[src/rtl/apb_master_bridge_if.sv]
`default_nettype none
// ============================================================================
// apb_master_bridge_if : command/response port plus APB bus of the bridge.
// Revision: 1.0
// ============================================================================
interface apb_master_bridge_if #(
    parameter int ADDR_W = 32,
    parameter int DATA_W = 32
);
    logic              cmd_valid;
    logic              cmd_ready;
    logic              cmd_write;
    logic [ADDR_W-1:0] cmd_addr;
    logic [DATA_W-1:0] cmd_wdata;
    logic              rsp_valid;
    logic [DATA_W-1:0] rsp_rdata;
    logic              rsp_err;
    logic              rsp_timeout;
    logic              psel;
    logic              penable;
    logic              pwrite;
    logic [ADDR_W-1:0] paddr;
    logic [DATA_W-1:0] pwdata;
    logic [DATA_W-1:0] prdata;
    logic              pready;
    logic              pslverr;

    modport master (
        input  cmd_valid, cmd_write, cmd_addr, cmd_wdata, prdata, pready, pslverr,
        output cmd_ready, rsp_valid, rsp_rdata, rsp_err, rsp_timeout,
               psel, penable, pwrite, paddr, pwdata
    );

    modport slave (
        output cmd_valid, cmd_write, cmd_addr, cmd_wdata, prdata, pready, pslverr,
        input  cmd_ready, rsp_valid, rsp_rdata, rsp_err, rsp_timeout,
               psel, penable, pwrite, paddr, pwdata
    );
endinterface
`default_nettype wire

[src/rtl/apb_master_bridge.sv]
`default_nettype none
// ============================================================================
// apb_master_bridge : single-beat valid/ready commands to APB SETUP/ACCESS.
// Optional macro APB_MASTER_TIMEOUT_EN aborts ACCESS after TIMEOUT edges.
// Revision: 1.0
// ============================================================================
module apb_master_bridge #(
    parameter int ADDR_W     = 32,
    parameter int DATA_W     = 32,
    parameter int ACCESS_MIN = 2,
    parameter int TIMEOUT    = 16
) (
    input  wire logic           pclk,
    input  wire logic           presetn,
    apb_master_bridge_if.master bus
);
    localparam int CNT_MAX = (TIMEOUT > ACCESS_MIN) ? TIMEOUT : ACCESS_MIN;
    localparam int CNT_W   = $clog2(CNT_MAX + 1);
    localparam logic [CNT_W-1:0] CNT_SAT = {CNT_W{1'b1}};
    localparam logic [CNT_W:0]   AM_THR  = (CNT_W+1)'(ACCESS_MIN);

    typedef enum logic [1:0] {
        S_IDLE   = 2'd0,
        S_SETUP  = 2'd1,
        S_ACCESS = 2'd2,
        S_RESP   = 2'd3
    } state_t;

    state_t            r_state,       w_state_nxt;
    logic              r_psel,        w_psel_nxt;
    logic              r_penable,     w_penable_nxt;
    logic              r_pwrite,      w_pwrite_nxt;
    logic [ADDR_W-1:0] r_paddr,       w_paddr_nxt;
    logic [DATA_W-1:0] r_pwdata,      w_pwdata_nxt;
    logic              r_rsp_valid,   w_rsp_valid_nxt;
    logic [DATA_W-1:0] r_rsp_rdata,   w_rsp_rdata_nxt;
    logic              r_rsp_err,     w_rsp_err_nxt;
    logic [CNT_W-1:0]  r_cnt,         w_cnt_nxt;
    logic [CNT_W:0]    w_cnt_p1;
    logic              w_honour;
`ifdef APB_MASTER_TIMEOUT_EN
    localparam logic [CNT_W:0] TO_THR = (CNT_W+1)'(TIMEOUT);
    logic              r_rsp_timeout, w_rsp_timeout_nxt;
`endif

    // counter value after this edge, one bit wider so the compare cannot wrap
    assign w_cnt_p1 = {1'b0, r_cnt} + {{CNT_W{1'b0}}, 1'b1};
    assign w_honour = (w_cnt_p1 >= AM_THR);

    always_comb begin
        w_state_nxt     = r_state;
        w_psel_nxt      = r_psel;
        w_penable_nxt   = r_penable;
        w_pwrite_nxt    = r_pwrite;
        w_paddr_nxt     = r_paddr;
        w_pwdata_nxt    = r_pwdata;
        w_rsp_valid_nxt = r_rsp_valid;
        w_rsp_rdata_nxt = r_rsp_rdata;
        w_rsp_err_nxt   = r_rsp_err;
        w_cnt_nxt       = r_cnt;
`ifdef APB_MASTER_TIMEOUT_EN
        w_rsp_timeout_nxt = r_rsp_timeout;
`endif
        case (r_state)
            S_IDLE: begin
                if (bus.cmd_valid) begin
                    w_pwrite_nxt = bus.cmd_write;
                    w_paddr_nxt  = bus.cmd_addr;
                    w_pwdata_nxt = bus.cmd_wdata;
                    w_psel_nxt   = 1'b1;
                    w_state_nxt  = S_SETUP;
                end
            end
            S_SETUP: begin
                w_penable_nxt = 1'b1;
                w_cnt_nxt     = '0;
                w_state_nxt   = S_ACCESS;
            end
            S_ACCESS: begin
                w_cnt_nxt = (r_cnt == CNT_SAT) ? r_cnt : w_cnt_p1[CNT_W-1:0];
                // a pready on the timeout edge still completes normally
                if (w_honour && bus.pready) begin
                    w_psel_nxt      = 1'b0;
                    w_penable_nxt   = 1'b0;
                    w_rsp_valid_nxt = 1'b1;
                    w_rsp_err_nxt   = bus.pslverr;
                    w_rsp_rdata_nxt = r_pwrite ? '0 : bus.prdata;
                    w_state_nxt     = S_RESP;
                end
`ifdef APB_MASTER_TIMEOUT_EN
                else if (w_cnt_p1 >= TO_THR) begin
                    w_psel_nxt        = 1'b0;
                    w_penable_nxt     = 1'b0;
                    w_rsp_valid_nxt   = 1'b1;
                    w_rsp_err_nxt     = 1'b1;
                    w_rsp_timeout_nxt = 1'b1;
                    w_rsp_rdata_nxt   = '0;
                    w_state_nxt       = S_RESP;
                end
`endif
            end
            S_RESP: begin
                w_rsp_valid_nxt = 1'b0;
                w_rsp_err_nxt   = 1'b0;
`ifdef APB_MASTER_TIMEOUT_EN
                w_rsp_timeout_nxt = 1'b0;
`endif
                w_state_nxt     = S_IDLE;
            end
            default: w_state_nxt = S_IDLE;
        endcase
    end

    always_ff @(posedge pclk) begin
        if (!presetn) begin
            r_state     <= S_IDLE;
            r_psel      <= 1'b0;
            r_penable   <= 1'b0;
            r_pwrite    <= 1'b0;
            r_paddr     <= '0;
            r_pwdata    <= '0;
            r_rsp_valid <= 1'b0;
            r_rsp_rdata <= '0;
            r_rsp_err   <= 1'b0;
            r_cnt       <= '0;
        end else begin
            r_state     <= w_state_nxt;
            r_psel      <= w_psel_nxt;
            r_penable   <= w_penable_nxt;
            r_pwrite    <= w_pwrite_nxt;
            r_paddr     <= w_paddr_nxt;
            r_pwdata    <= w_pwdata_nxt;
            r_rsp_valid <= w_rsp_valid_nxt;
            r_rsp_rdata <= w_rsp_rdata_nxt;
            r_rsp_err   <= w_rsp_err_nxt;
            r_cnt       <= w_cnt_nxt;
        end
    end

`ifdef APB_MASTER_TIMEOUT_EN
    always_ff @(posedge pclk) begin
        if (!presetn) begin
            r_rsp_timeout <= 1'b0;
        end else begin
            r_rsp_timeout <= w_rsp_timeout_nxt;
        end
    end
    assign bus.rsp_timeout = r_rsp_timeout;
`else
    assign bus.rsp_timeout = 1'b0;
`endif

    assign bus.cmd_ready = (r_state == S_IDLE);
    assign bus.psel      = r_psel;
    assign bus.penable   = r_penable;
    assign bus.pwrite    = r_pwrite;
    assign bus.paddr     = r_paddr;
    assign bus.pwdata    = r_pwdata;
    assign bus.rsp_valid = r_rsp_valid;
    assign bus.rsp_rdata = r_rsp_rdata;
    assign bus.rsp_err   = r_rsp_err;
endmodule
`default_nettype wire

[src/flat_wrapper.sv]
// flat-port wrapper written by rule: the top's interface ports become plain ports
module apb_master_bridge_flat 
#(
    parameter int ADDR_W     = 32,
    parameter int DATA_W     = 32,
    parameter int ACCESS_MIN = 2,
    parameter int TIMEOUT    = 16
)
  (pclk, presetn, bus_cmd_valid, bus_cmd_write, bus_cmd_addr, bus_cmd_wdata, bus_prdata, bus_pready, bus_pslverr, bus_cmd_ready, bus_rsp_valid, bus_rsp_rdata, bus_rsp_err, bus_rsp_timeout, bus_psel, bus_penable, bus_pwrite, bus_paddr, bus_pwdata);
  apb_master_bridge_if #(.ADDR_W(ADDR_W), .DATA_W(DATA_W)) bus_i ();
  input  wire logic pclk;
  input  wire logic presetn;
  input wire logic [$bits(bus_i.cmd_valid)-1:0] bus_cmd_valid;
  input wire logic [$bits(bus_i.cmd_write)-1:0] bus_cmd_write;
  input wire logic [$bits(bus_i.cmd_addr)-1:0] bus_cmd_addr;
  input wire logic [$bits(bus_i.cmd_wdata)-1:0] bus_cmd_wdata;
  input wire logic [$bits(bus_i.prdata)-1:0] bus_prdata;
  input wire logic [$bits(bus_i.pready)-1:0] bus_pready;
  input wire logic [$bits(bus_i.pslverr)-1:0] bus_pslverr;
  output wire logic [$bits(bus_i.cmd_ready)-1:0] bus_cmd_ready;
  output wire logic [$bits(bus_i.rsp_valid)-1:0] bus_rsp_valid;
  output wire logic [$bits(bus_i.rsp_rdata)-1:0] bus_rsp_rdata;
  output wire logic [$bits(bus_i.rsp_err)-1:0] bus_rsp_err;
  output wire logic [$bits(bus_i.rsp_timeout)-1:0] bus_rsp_timeout;
  output wire logic [$bits(bus_i.psel)-1:0] bus_psel;
  output wire logic [$bits(bus_i.penable)-1:0] bus_penable;
  output wire logic [$bits(bus_i.pwrite)-1:0] bus_pwrite;
  output wire logic [$bits(bus_i.paddr)-1:0] bus_paddr;
  output wire logic [$bits(bus_i.pwdata)-1:0] bus_pwdata;
  assign bus_i.cmd_valid = bus_cmd_valid;
  assign bus_i.cmd_write = bus_cmd_write;
  assign bus_i.cmd_addr = bus_cmd_addr;
  assign bus_i.cmd_wdata = bus_cmd_wdata;
  assign bus_i.prdata = bus_prdata;
  assign bus_i.pready = bus_pready;
  assign bus_i.pslverr = bus_pslverr;
  assign bus_cmd_ready = bus_i.cmd_ready;
  assign bus_rsp_valid = bus_i.rsp_valid;
  assign bus_rsp_rdata = bus_i.rsp_rdata;
  assign bus_rsp_err = bus_i.rsp_err;
  assign bus_rsp_timeout = bus_i.rsp_timeout;
  assign bus_psel = bus_i.psel;
  assign bus_penable = bus_i.penable;
  assign bus_pwrite = bus_i.pwrite;
  assign bus_paddr = bus_i.paddr;
  assign bus_pwdata = bus_i.pwdata;
  apb_master_bridge #(.ADDR_W(ADDR_W), .DATA_W(DATA_W), .ACCESS_MIN(ACCESS_MIN), .TIMEOUT(TIMEOUT)) u_core (.pclk(pclk), .presetn(presetn), .bus(bus_i));
endmodule
[config.mk]
export PLATFORM = sky130hd
export DESIGN_NAME = apb_master_bridge_flat
export DESIGN_NICKNAME = d
export VERILOG_FILES = /design/src/rtl/apb_master_bridge_if.sv /design/src/rtl/apb_master_bridge.sv /design/src/flat_wrapper.sv
export SDC_FILE = /design/constraint.sdc
export NUM_CORES = 1
export LEC_CHECK = 0
export CAP_MARGIN = 20
export CORE_MARGIN = 2
export CORE_UTILIZATION = 30
export DETAILED_ROUTE_END_ITERATION = 8
export SLEW_MARGIN = 20
export SYNTH_ARGS = -nofsm -noshare
export SYNTH_HDL_FRONTEND = slang
export SYNTH_SLANG_ARGS = --single-unit
[constraint.sdc]
create_clock -name pclk -period 2.9 [get_ports pclk]
set_clock_uncertainty 0.15 [all_clocks]
set_input_delay 0.29 -clock pclk [delete_from_list [all_inputs] [get_ports pclk]]
set_output_delay 0.29 -clock pclk [all_outputs]
set_load 0.02 [all_outputs]
==> flow_summary.json, run 1 <==
{
  "status": "finished clean",
  "tritoncts": "yes",
  "clk_latency_ps": 340,
  "design_area_um2": 6960,
  "gp_congestion": 0.754,
  "ys_top_cells_by_count": "137 x nand2_1, 108 x dfxtp_1, 103 x a21oi_1",
  "ys_seq_area_share_pct": 48.2,
  "cts_buffers": 9,
  "finalSetupTns_ps": 0,
  "grt_max_degree": 68,
  "cp.required_ps": 2990,
  "post-cts-setup-buffer-count": 0,
  "postRouteAntennaNets": 0,
  "synth_nets": 663,
  "placed_cells": 895,
  "num-fill-cells": 1420,
  "fmax_mhz": 371,
  "crit_arrival_ps": 2780,
  "ys_warn_count": 0,
  "synth_edf_count": 0,
  "cts_resized": 0,
  "synth_xor_area_share_pct": 0.195,
  "max-vdd-ir-drop_v": 0.000311,
  "vias": 4481,
  "slew_headroom_pct": 52.3,
  "hold_path_depth": 2,
  "htreeDepth": 3,
  "timing.final.crit_share_pct": 92.8,
  "synth_compound_area_share_pct": 21.3,
  "fin_nets": 831,
  "synth_cell_types": 35,
  "core_area_um2": 14600,
  "synth_top_family_by_area": "compound AO/OA/AOI/OAI gates",
  "synth_top_area_share_pct": 48.2,
  "clkTransAtPathRegs_ps": 70,
  "worst_hold_startpoint": "u_core.bus.pwdata[0]",
  "static-leakage-power_nw": 2.56,
  "r2r_slack_ps": 210,
  "grt.overflow.total": 0,
  "initial_core_util_pct": 30.8,
  "synth_area_per_cell_um2": 8.10,
  "path_cells": "ha_1 > and3_1 > ha_1 > or3b_1 > o21ai_4 > buf_12 > a31oi_1 > a32o_1",
  "grtUsageTotal_pct": 16.6,
  "antennaDiodeCount": 0,
  "p_per_area_nw_per_um2": 687,
  "place_ws_ps": 258,
  "routed_wl_um": 13600,
  "cap_violations": 0,
  "ys.flop_type": "dfxtp_1",
  "reg2regPathDepth": 8,
  "die_w_um": 126,
  "synth_area_leaders": "dfxtp_1 48%, a21oi_1 11%, nand2_1 11%, a311o_1 7.4%, nand4_1 4.7%",
  "grt_pass1_vias": 4326,
  "root_buffer": "clkbuf_16",
  "synth_fa_ha_area_share_pct": 1.95,
  "num_rows": 44,
  "slowest_delay_ps": 440,
  "die_h_um": 126,
  "cp_top_family": "simple AND/OR/NAND/NOR gates",
  "critPathBufInv": 1,
  "crit_path_start_kind": "register",
  "hold_viol": 0,
  "drt_iter0_markers": 234,
  "detail_route.first_pass.iterations": 4,
  "rsz0062_at_grt": "no",
  "syn_inst": 554,
  "post_drt_wl_per_cell_um": 14.9,
  "clockBufferDepth": 2,
  "timing.rr.end": "u_core.bus.rsp_err",
  "worst_slack_ps": 208,
  "dpl.hpwl_um": 9170,
  "dpl-instance-area_um2": 6630,
  "finalSetupViolCount": 0,
  "synthSimpleGateAreaFrac_pct": 19.2,
  "slew_violations": 0,
  "synthArstFlopShare_pct": 0,
  "antenna_found_initial": 0,
  "cts_sinks": 108,
  "hold_path_end": "u_core.bus.pwdata[0]",
  "timing.rr.start": "u_core.r_cnt[0]",
  "grt_pass1_wl_um": 21600,
  "cp_max_fo": 67,
  "end_kind": "register",
  "area_delta_synth_final_pct": 55.1,
  "worst_slew_pin_slew_ps": 715,
  "synth_top_cell_by_area": "dfxtp_1",
  "viasPerCell": 4.92,
  "io_buffers": 203,
  "ys_seq_elements": 108,
  "die_area_um2": 16000,
  "min_period_ps": 2690,
  "netlist_area_um2": 4490,
  "drive_gt1_share_pct": 4.26,
  "drc": 0,
  "crit_slowest_cell": "or3b_1",
  "hold_class": "register to register",
  "num_io_pins": 205,
  "fin_cells": 911,
  "yosysMostFrequentCell": "nand2_1",
  "path_common_cell": "ha_1",
  "holdBufCountCts": 0,
  "synthMuxAreaShare_pct": 0.446,
  "critical_path_class": "register to register"
}
-- worst register-to-register path, stage by stage, from the launching register on --
cell	delay [ps]
dfxtp_1	360
ha_1	260
and3_1	200
ha_1	290
or3b_1	440
o21ai_4	170
buf_12	270
a31oi_1	150
a32o_1	290
-- per-layer routing --
metal	track usage, %	wire, µm	up-vias
met2	26.0	5960	184
met4	5.04	155	0
li1	-	-	2230
met3	9.07	1720	11
met5	0	0	-
met1	19.5	5720	2056
-- metrics by stage --
step	total power, mW	hold slack [ps]	utilization, %
after floorplan	2.74	276	-
after global placement	3.47	291	45.5
after detailed placement	3.50	295	45.5
after CTS	4.86	306	47.7
after global routing	5.09	324	47.7
final	4.78	303	47.7
-- worst max path at each step --
stage,from,endpoint,slack [ps],depth (start not counted)
CTS,u_core.r_cnt[0],u_core.bus.rsp_err,240,8
detailed placement,u_core.r_cnt[0],u_core.bus.rsp_err,260,8
global route,u_core.r_state[0],u_core.bus.rsp_rdata[19],70,6
global placement,u_core.r_cnt[0],u_core.bus.rsp_err,330,8
floorplan,u_core.r_cnt[0],u_core.r_state[0],550,7
finish,u_core.r_cnt[0],u_core.bus.rsp_err,210,8
-- layout by cell type (no fill, tap or decap), types with 2 or more instances in the layout --
cell | Yosys | layout
a21oi_1 | 103 | 103
a311o_1 | 33 | 33
a31oi_1 | 2 | 2
and2_1 | 3 | 2
buf_12 | 0 | 5
buf_4 | 2 | 2
bufinv_16 | 0 | 2
clkbuf_16 | 0 | 9
clkdlybuf4s50_1 | 0 | 203
clkinvlp_4 | 0 | 2
dfxtp_1 | 108 | 108
ha_1 | 7 | 7
inv_1 | 39 | 38
mux2i_1 | 2 | 2
nand2_1 | 137 | 136
nand2b_1 | 2 | 2
nand4_1 | 34 | 34
nor2_1 | 10 | 10
o21ai_0 | 4 | 4
-- power by group --
| group | internal (mW) | switching (mW) | leakage [nW] |
|---|---|---|---|
| Clock | 0.784 | 0.552 | 0.152 |
| Sequential | 1.68 | 0.110 | 0.881 |
| Combinational | 0.717 | 0.940 | 1.53 |
| Total | 3.18 | 1.60 | 2.56 |
-- state kept, by name, indices dropped and copies added, names as in the netlist --
register / count
u_core.bus.pwrite: 1
u_core.bus.rsp_valid: 1
u_core.bus.penable: 1
u_core.bus.pwdata: 32
u_core.r_state: 2
u_core.bus.rsp_rdata: 32
u_core.r_cnt: 5
u_core.bus.rsp_err: 1
u_core.bus.paddr: 32
u_core.bus.psel: 1
-- cells by family (layout without fill, tap and decap cells) --
group / Yosys count / count (layout)
flip-flops: 108 / 108
multiplexers: 2 / 2
AO/OA/AOI/OAI: 150 / 150
AND/OR/NAND/NOR: 193 / 193
other: 1 / 1
buffers and inverters: 92 / 265
adder cells (fa/ha/maj): 7 / 7
XOR/XNOR: 1 / 1
-- cell type report --
| type | instances | area (µm²) | area share [%] |
|---|---|---|---|
| clock buffer | 11 | 243 | 3.49 |
| timing repair buffer | 210 | 2150 | 30.8 |
| multi-input combinational | 354 | 1950 | 28.0 |
| sequential | 108 | 2160 | 31.1 |
| inverter | 39 | 148 | 2.12 |
| clock inverter | 5 | 83.8 | 1.20 |
| tap | 184 | 230 | 3.31 |
Note: power is estimated with default switching activity, not from simulation.
==> run 2, diff against run 1 <==
CORE_UTILIZATION = 42   (was 30)
PLACE_DENSITY = 0.81   (was not set)
==> run 2 against run 1 <==
Against the previous run: clock-buffer cell count decreased by 2; register-to-register slack improved by 50 ps; flip-flop and latch count unchanged; global-route usage increased by 5.6 points; core utilization increased by 18 points; clock power decreased by 34%; combinational power about the same; sequential power about the same; critical endpoint is now u_core.bus.rsp_rdata[21].
==> flow_summary.json, run 2 (same netlist as run 1, synthesis figures left out) <==
{
  "status": "finished clean",
  "rsz0062_at_grt": "no",
  "dpl.hpwl_um": 9290,
  "slowest_delay_ps": 440,
  "max-vdd-ir-drop_v": 0.000342,
  "clkTransAtPathRegs_ps": 110,
  "viasPerCell": 5.32,
  "critical_path_class": "register to register",
  "p_per_area_nw_per_um2": 637,
  "num_io_pins": 205,
  "drt_iter0_markers": 187,
  "min_period_ps": 2640,
  "timing.rr.end": "u_core.bus.rsp_rdata[21]",
  "clockBufferDepth": 2,
  "detail_route.first_pass.iterations": 4,
  "cp_max_fo": 31,
  "grt_max_degree": 68,
  "antenna_found_initial": 0,
  "post_drt_wl_per_cell_um": 15.1,
  "cp-startpoint": "u_core.r_cnt[0]",
  "fmax_mhz": 379,
  "post-cts-setup-buffer-count": 0,
  "p_total_mw": 4.32,
  "grt_pass1_wl_um": 20900,
  "finalSetupViolCount": 0,
  "initial_core_util_pct": 43.3,
  "slew_headroom_pct": 64.7,
  "placed_cells": 850,
  "slew_violations": 0,
  "r2r_slack_ps": 260,
  "drc": 0,
  "cap_violations": 0,
  "mostFrequentLayoutCells": "203 x clkdlybuf4s50_1, 136 x nand2_1, 108 x dfxtp_1, 103 x a21oi_1, 38 x inv_1",
  "die_h_um": 107,
  "clk_latency_ps": 360,
  "finalSetupTns_ps": 0,
  "die_w_um": 107,
  "hold_class": "primary input to register",
  "num_rows": 37,
  "root_buffer": "clkbuf_8",
  "crit_slowest_cell": "or3b_1",
  "fin_nets": 834,
  "path_common_cell": "ha_1",
  "core_area_um2": 10400,
  "fin_cells": 866,
  "timing.final.crit_share_pct": 91.1,
  "routed_wl_um": 13100,
  "hold_viol": 0,
  "cts_sinks": 108,
  "reg2regPathDepth": 8,
  "final_common_cell": "clkdlybuf4s50_1",
  "holdBufCountCts": 0,
  "antennaDiodeCount": 0,
  "area_delta_synth_final_pct": 51.3,
  "cts_resized": 0,
  "end_kind": "register",
  "htreeDepth": 3,
  "cp.required_ps": 2980,
  "worst_slack_ps": 259,
  "drive_gt1_share_pct": 4.79,
  "gp_congestion": 0.795,
  "crit_arrival_ps": 2720,
  "vias": 4604,
  "cts_buffers": 9,
  "critPathCapture": "u_core.bus.rsp_rdata[21]",
  "postRouteAntennaNets": 0,
  "grt.overflow.total": 0,
  "crit_path_start_kind": "register",
  "io_buffers": 203,
  "grt_pass1_vias": 4411,
  "grtUsageTotal_pct": 22.2,
  "path_cells": "ha_1 > and3_1 > ha_1 > or3b_1 > o21ai_4 > buf_4 > a311o_1 > a21oi_1",
  "post-route-util_pct": 65.5,
  "worst_slew_pin_slew_ps": 529,
  "place_ws_ps": 290,
  "tritoncts": "yes",
  "die_area_um2": 11500,
  "timing.rr.start": "u_core.r_cnt[0]",
  "static-leakage-power_nw": 2.52
}
[run 2: changes by cell type in the layout (fill, tap and decap cells not counted), sizes merged]
| cell | delta |
|---|---|
| clkinvlp | -2 |
| bufinv | -2 |
| inv | +3 |
| clkbuf | -2 |
| clkinv | +3 |
| buf | +3 |
[run 2: worst min path at each step]
stage                     startpoint               endpoint  cells after the start
6_report             bus_cmd_addr[9]    u_core.bus.paddr[9]                      3
5_1_grt             bus_cmd_wdata[5]   u_core.bus.pwdata[5]                      3
4_1_cts             bus_cmd_wdata[5]   u_core.bus.pwdata[5]                      3
3_5_place_dp   u_core.bus.pwdata[14]  u_core.bus.pwdata[14]                      2
3_3_place_gp    u_core.bus.paddr[24]   u_core.bus.paddr[24]                      2
2_1_floorplan        bus_cmd_addr[0]    u_core.bus.paddr[0]                      2
[run 2: area by class of cell]
cell class / instances / area (µm²)
Tap cell: 136 / 170
Fill cell: 881 / 3580
Inverter: 39 / 148
Timing Repair Buffer: 213 / 2180
Clock inverter: 7 / 56.3
Multi-Input combinational cell: 354 / 1950
Clock buffer: 9 / 124
Sequential cell: 108 / 2160
[run 2: metrics by stage]
step | instance area (µm²) | hold slack [ps]
floorplan | 4490 | 276
global placement | 6610 | 291
detailed placement | 6610 | 298
CTS | 6790 | 287
global route | 6790 | 288
finish | 6790 | 302
[run 2: power breakdown]
part | internal (mW) | total (mW) | leakage, nW | switching [mW]
clock | 0.327 | 0.879 | 0.0963 | 0.551
combinational | 0.719 | 1.65 | 1.55 | 0.932
sequential | 1.68 | 1.79 | 0.881 | 0.114
[run 2: worst max-delay path: cells and delay by family, from the launching register on]
family	cells	cell delay (ps)
flops	1	370
fa+ha+maj	2	540
simple gates	2	640
buf+inv	1	330
compound gates	3	460
[run 2: layer usage]
metal,part of all wire (%),global-route usage [%],wire length (µm),up-vias
met2,49,37.1,6390,196
met5,0,0,0,-
met1,39,26.7,5080,2158
met4,1.7,7.05,227,0
met3,11,7.87,1420,17
li1,-,-,-,2233
==> run 3, diff against run 2 <==
CORE_MARGIN = not set   (was 2)
CTS_BUF_LIST = sky130_fd_sc_hd__clkbuf_8 sky130_fd_sc_hd__clkbuf_16   (was not set)
CTS_CLUSTER_DIAMETER = 60   (was not set)
==> run 3 against run 2 <==
Against the previous run: die area shrank 3.7%; final cell count shrank 0.12%; design area is essentially flat; critical endpoint is now u_core.bus.rsp_rdata[15]; setup slack gained 8.2 ps; flip-flop and latch count is the same; register-to-register slack is essentially flat; first-iteration DRC count shrank 8.0%; via count shrank 2.1%; hold slack gained 4.6 ps.
==> flow_summary.json, run 3 (same netlist as run 1, synthesis figures left out) <==
{
  "final_common_cell": "clkdlybuf4s50_1",
  "whs_ps": 306,
  "tritoncts": "yes",
  "gp_congestion": 0.842,
  "postRouteAntennaNets": 0,
  "crit_arrival_ps": 2710,
  "finalSetupTns_ps": 0,
  "htreeDepth": 3,
  "die_h_um": 105,
  "timing.final.crit_share_pct": 90.8,
  "num_io_pins": 205,
  "fmax_mhz": 380,
  "clk_latency_ps": 360,
  "slew_headroom_pct": 58.2,
  "hold_viol": 0,
  "die_w_um": 105,
  "mostFrequentLayoutCells": "203 x clkdlybuf4s50_1, 136 x nand2_1, 108 x dfxtp_1, 103 x a21oi_1, 40 x inv_1",
  "cp.required_ps": 2980,
  "grt_pass1_vias": 4322,
  "holdBufCountCts": 0,
  "antennaDiodeCount": 0,
  "post-cts-setup-buffer-count": 0,
  "grt_max_degree": 93,
  "num-fill-cells": 859,
  "min_period_ps": 2630,
  "cap_violations": 0,
  "grtUsageTotal_pct": 22.8,
  "post-route-util_pct": 65.7,
  "cts_sinks": 108,
  "fin_cells": 865,
  "rsz0062_at_grt": "no",
  "crit_path_start_kind": "register",
  "io_buffers": 203,
  "cts_resized": 0,
  "clkTransAtPathRegs_ps": 90,
  "routed_wl_um": 12800,
  "max-vdd-ir-drop_v": 0.000421,
  "clockBufferDepth": 2,
  "area_delta_synth_final_pct": 51.2,
  "slew_violations": 0,
  "dpl.hpwl_um": 8880,
  "post_drt_wl_per_cell_um": 14.8,
  "grt.overflow.total": 0,
  "worst_slew_pin_slew_ps": 627,
  "grt_pass1_wl_um": 20500,
  "antenna_found_initial": 0,
  "hold_class": "register to register",
  "drt_iter0_markers": 172,
  "detail_route.first_pass.iterations": 4,
  "cts_buffers": 9,
  "cp_max_fo": 32,
  "placed_cells": 850,
  "end_kind": "register",
  "drc": 0,
  "drive_gt1_share_pct": 4.39,
  "num_rows": 37,
  "viasPerCell": 5.21,
  "fin_nets": 834,
  "critical_path_class": "register to register",
  "vias": 4507,
  "root_buffer": "clkbuf_8",
  "status": "finished clean",
  "static-leakage-power_nw": 2.53,
  "die_area_um2": 11100,
  "core_area_um2": 10300,
  "finalSetupViolCount": 0,
  "initial_core_util_pct": 43.5,
  "p_per_area_nw_per_um2": 650
}
[run 3: through the flow]
| step | power, mW | instance area (µm²) | worst slack [ps] |
|---|---|---|---|
| after floorplan | 2.74 | 4490 | 545 |
| after global placement | 3.46 | 6580 | 371 |
| after detailed placement | 3.51 | 6580 | 299 |
| after CTS | 4.44 | 6790 | 286 |
| after global routing | 4.65 | 6790 | 174 |
| final | 4.41 | 6790 | 267 |
[run 3: metal layers]
layer / wire length, µm / global-route usage (%)
met5: 0 / 0
met2: 6150 / 37.5
met1: 5140 / 26.9
met4: 293 / 9.15
met3: 1180 / 8.16
[run 3: cell type report]
cell class / count / area, µm² / share of cell area [%]
clock buffer: 12 / 165 / 2.43
clock inverter: 3 / 37.5 / 0.553
inverter: 39 / 146 / 2.16
multi-input combinational: 354 / 1950 / 28.7
sequential: 108 / 2160 / 31.9
tap: 136 / 170 / 2.51
timing repair buffer: 213 / 2160 / 31.8
[run 3: final timing paths]
| kind | depth (start not counted) | end | slack, ps | startpoint |
|---|---|---|---|---|
| worst max-delay path | 8 | u_core.bus.rsp_rdata[15] | 270 | u_core.r_cnt[0] |
| worst min-delay path | 2 | u_core.bus.paddr[22] | 310 | u_core.bus.paddr[22] |
| worst max register to register | 8 | u_core.bus.rsp_rdata[15] | 270 | u_core.r_cnt[0] |
| worst min register to register | 2 | u_core.bus.paddr[22] | 310 | u_core.bus.paddr[22] |
[run 3: critical path: stages (launching register included)]
cell	delay, ps
dfxtp_1	360
ha_1	260
and3_1	200
ha_1	280
or3b_1	440
o21ai_4	200
buf_4	330
a311o_1	220
a21oi_1	70
[run 3: power breakdown]
part,leakage (nW),internal (mW),switching [mW]
Clock,0.111,0.461,0.473
Sequential,0.881,1.68,0.111
Combinational,1.54,0.733,0.950
Total,2.53,2.87,1.53
==> patch: new RTL, settings of run 1 <==
`ACCESS_MIN` is set to 2 in 2 places; all go to 1.
--- a/src/rtl/apb_master_bridge.sv
+++ b/src/rtl/apb_master_bridge.sv
@@ -7,7 +7,7 @@
 module apb_master_bridge #(
     parameter int ADDR_W     = 32,
     parameter int DATA_W     = 32,
-    parameter int ACCESS_MIN = 2,
+    parameter int ACCESS_MIN = 1,
     parameter int TIMEOUT    = 16
 ) (
     input  wire logic           pclk,
--- a/src/flat_wrapper.sv
+++ b/src/flat_wrapper.sv
@@ -3,7 +3,7 @@
 #(
     parameter int ADDR_W     = 32,
     parameter int DATA_W     = 32,
-    parameter int ACCESS_MIN = 2,
+    parameter int ACCESS_MIN = 1,
     parameter int TIMEOUT    = 16
 )
   (pclk, presetn, bus_cmd_valid, bus_cmd_write, bus_cmd_addr, bus_cmd_wdata, bus_prdata, bus_pready, bus_pslverr, bus_cmd_ready, bus_rsp_valid, bus_rsp_rdata, bus_rsp_err, bus_rsp_timeout, bus_psel, bus_penable, bus_pwrite, bus_paddr, bus_pwdata);
Function: changed (a bounded check fails within 4 cycles, from zero or initial values and one cycle with presetn low).
==> patch against run 1 <==
Design area shrank 0.79%. Critical endpoint is now u_core.bus.rsp_rdata[29]. Synthesized area down 0.84%. Utilization shrank 0.20 points. Via count fell by 12%. Total power increased by 1.5%. Sequential cell count unchanged. Combinational power up 7%. First-iteration DRC count down 38%. Sequential power rose by 3%. Wire length shrank 12%. Worst setup slack gained 0.22 ns. Highest routed layer unchanged. Count of clock-buffer cells in the layout up 1.
==> patch: results (changes against run 1) <==
status finished, final reports clean; Seq/Total Area, Yosys 48.6% (+0.41 points); post-synthesis compound-gate area fraction 13.6% (-7.8 points); max layer used met4; worst skew pair latency 0.34 ns (about the same); Met1 Wirelength 5120 µm (-11%); yosys warns 0 (unchanged); DP HPWL 8300 µm (-9.5%); 1st-pass router iterations 4 (unchanged); largest net degree at the start of global routing 90 (+32%); initial antenna violation count 0 (unchanged); commonest cells in the netlist nand2_1 (171), dfxtp_1 (108), a21boi_0 (65), mux2i_1 (35), nand3b_1 (31); CTS resizes 0 (unchanged); clk buf depth 2 (unchanged); H-tree levels 3 (unchanged); met3 WL 971 µm (-44%); placed insts 853 (-4.7%); post-synthesis xor/xnor area fraction 0.366% (+0.17 points); layout cells sized above 1 4.53% (+0.26 points); Fillers 1400 (-1.4%); gr ovfl total 0 (unchanged); Mapped Cells 498 (-10%); Synth Net Count 607 (-8.4%); antenna diode count 0 (unchanged); I/O Buffers 203 (unchanged); adder-cell share of the synthesized area 1.97% (+0.016 points); layout net count 789 (-5.1%); worst min-delay path class flip-flop to flip-flop; clock transition at the registers of the reported paths 0.07 ns (about the same); unique cell type count in the Yosys netlist 33 (-5.7%); synth top area cells dfxtp_1 (49%), nand2_1 (14%), a21boi_0 (11%), mux2i_1 (7.9%), nand3b_1 (5.2%); GR Util met3 6.41% (-2.7 points); GRT Util Overall 14.8% (-1.8 points); TritonCTS buffer count 9 (unchanged); async set or reset register ratio after synthesis 0% (unchanged); postcts setup bufs 0 (unchanged); Top FF cell, synth dfxtp_1; CP Data Arrival Time 2.60 ns (-0.18 ns); CTS Root Cell clkbuf_16; multiplexer share of the synthesized area 7.87% (+7.4 points); largest fanout on the critical path 24 (-64%); routability congestion estimate 0.724 (-4.0%); Leak 2.45 nW (-4.3%); total number of vias 3938 (-12%); met1 Use GR 17.3% (-2.2 points); routed vias/inst 4.53 (-7.9%); drt first-iter violations 146 (-38%); first-pass GRT wire length 19000 µm (-12%); WL met2 5680 µm (-4.8%); measured slew at the worst slew-check pin 0.830 ns (+0.115 ns); met2 Track Usage GR 25.0% (-1.0 points); VDD IR max 0.439 mV (+41%); DR WL/cell 13.7 µm (-7.9%)
## patch: where the power goes
| group | switching (W) | total [W] | internal (W) |
|---|---|---|---|
| clock | 0.000536 | 0.00125 | 0.000715 |
| sequential | 0.000125 | 0.00184 | 0.00172 |
| combinational | 0.000952 | 0.00177 | 0.000813 |
| total | 0.00161 | 0.00486 | 0.00324 |
## patch: critical path: stages (launching register included)
cell and delay (ns):
dfxtp_1 0.35, ha_1 0.27, and3_2 0.23, ha_1 0.29, nor2_1 0.06, nand4_1 0.09
o211a_2 0.46, buf_12 0.26, mux2i_1 0.22
## patch: per-stage QoR
step           area (µm²)  worst slack, ns  hold WS [ns]  util, %
2_1_floorplan        4450            0.755         0.282        -
3_3_place_gp         6600            0.525         0.286     45.4
3_5_place_dp         6600            0.460         0.294     45.4
4_1_cts              6910            0.429         0.307     47.5
5_1_grt              6910            0.268         0.318     47.5
6_report             6910            0.427         0.306     47.5
## patch: final cells by class
type | count | area share [%]
well taps | 184 | 3.33
multi-input cells | 345 | 29.8
inverters | 6 | 0.326
clock buffers | 12 | 3.71
repair buffers | 210 | 30.9
clock inverters | 4 | 0.689
flip-flops and latches | 108 | 31.3
## patch: worst paths after layout
kind / from / endpoint / slack [ns] / cells past startpoint
setup / recovery: u_core.r_cnt[0] / u_core.bus.rsp_rdata[29] / 0.43 / 8
hold / removal: u_core.bus.rsp_rdata[21] / u_core.bus.rsp_rdata[21] / 0.31 / 2
setup reg to reg: u_core.r_cnt[0] / u_core.bus.rsp_rdata[29] / 0.43 / 8
hold reg to reg: u_core.bus.rsp_rdata[21] / u_core.bus.rsp_rdata[21] / 0.31 / 2
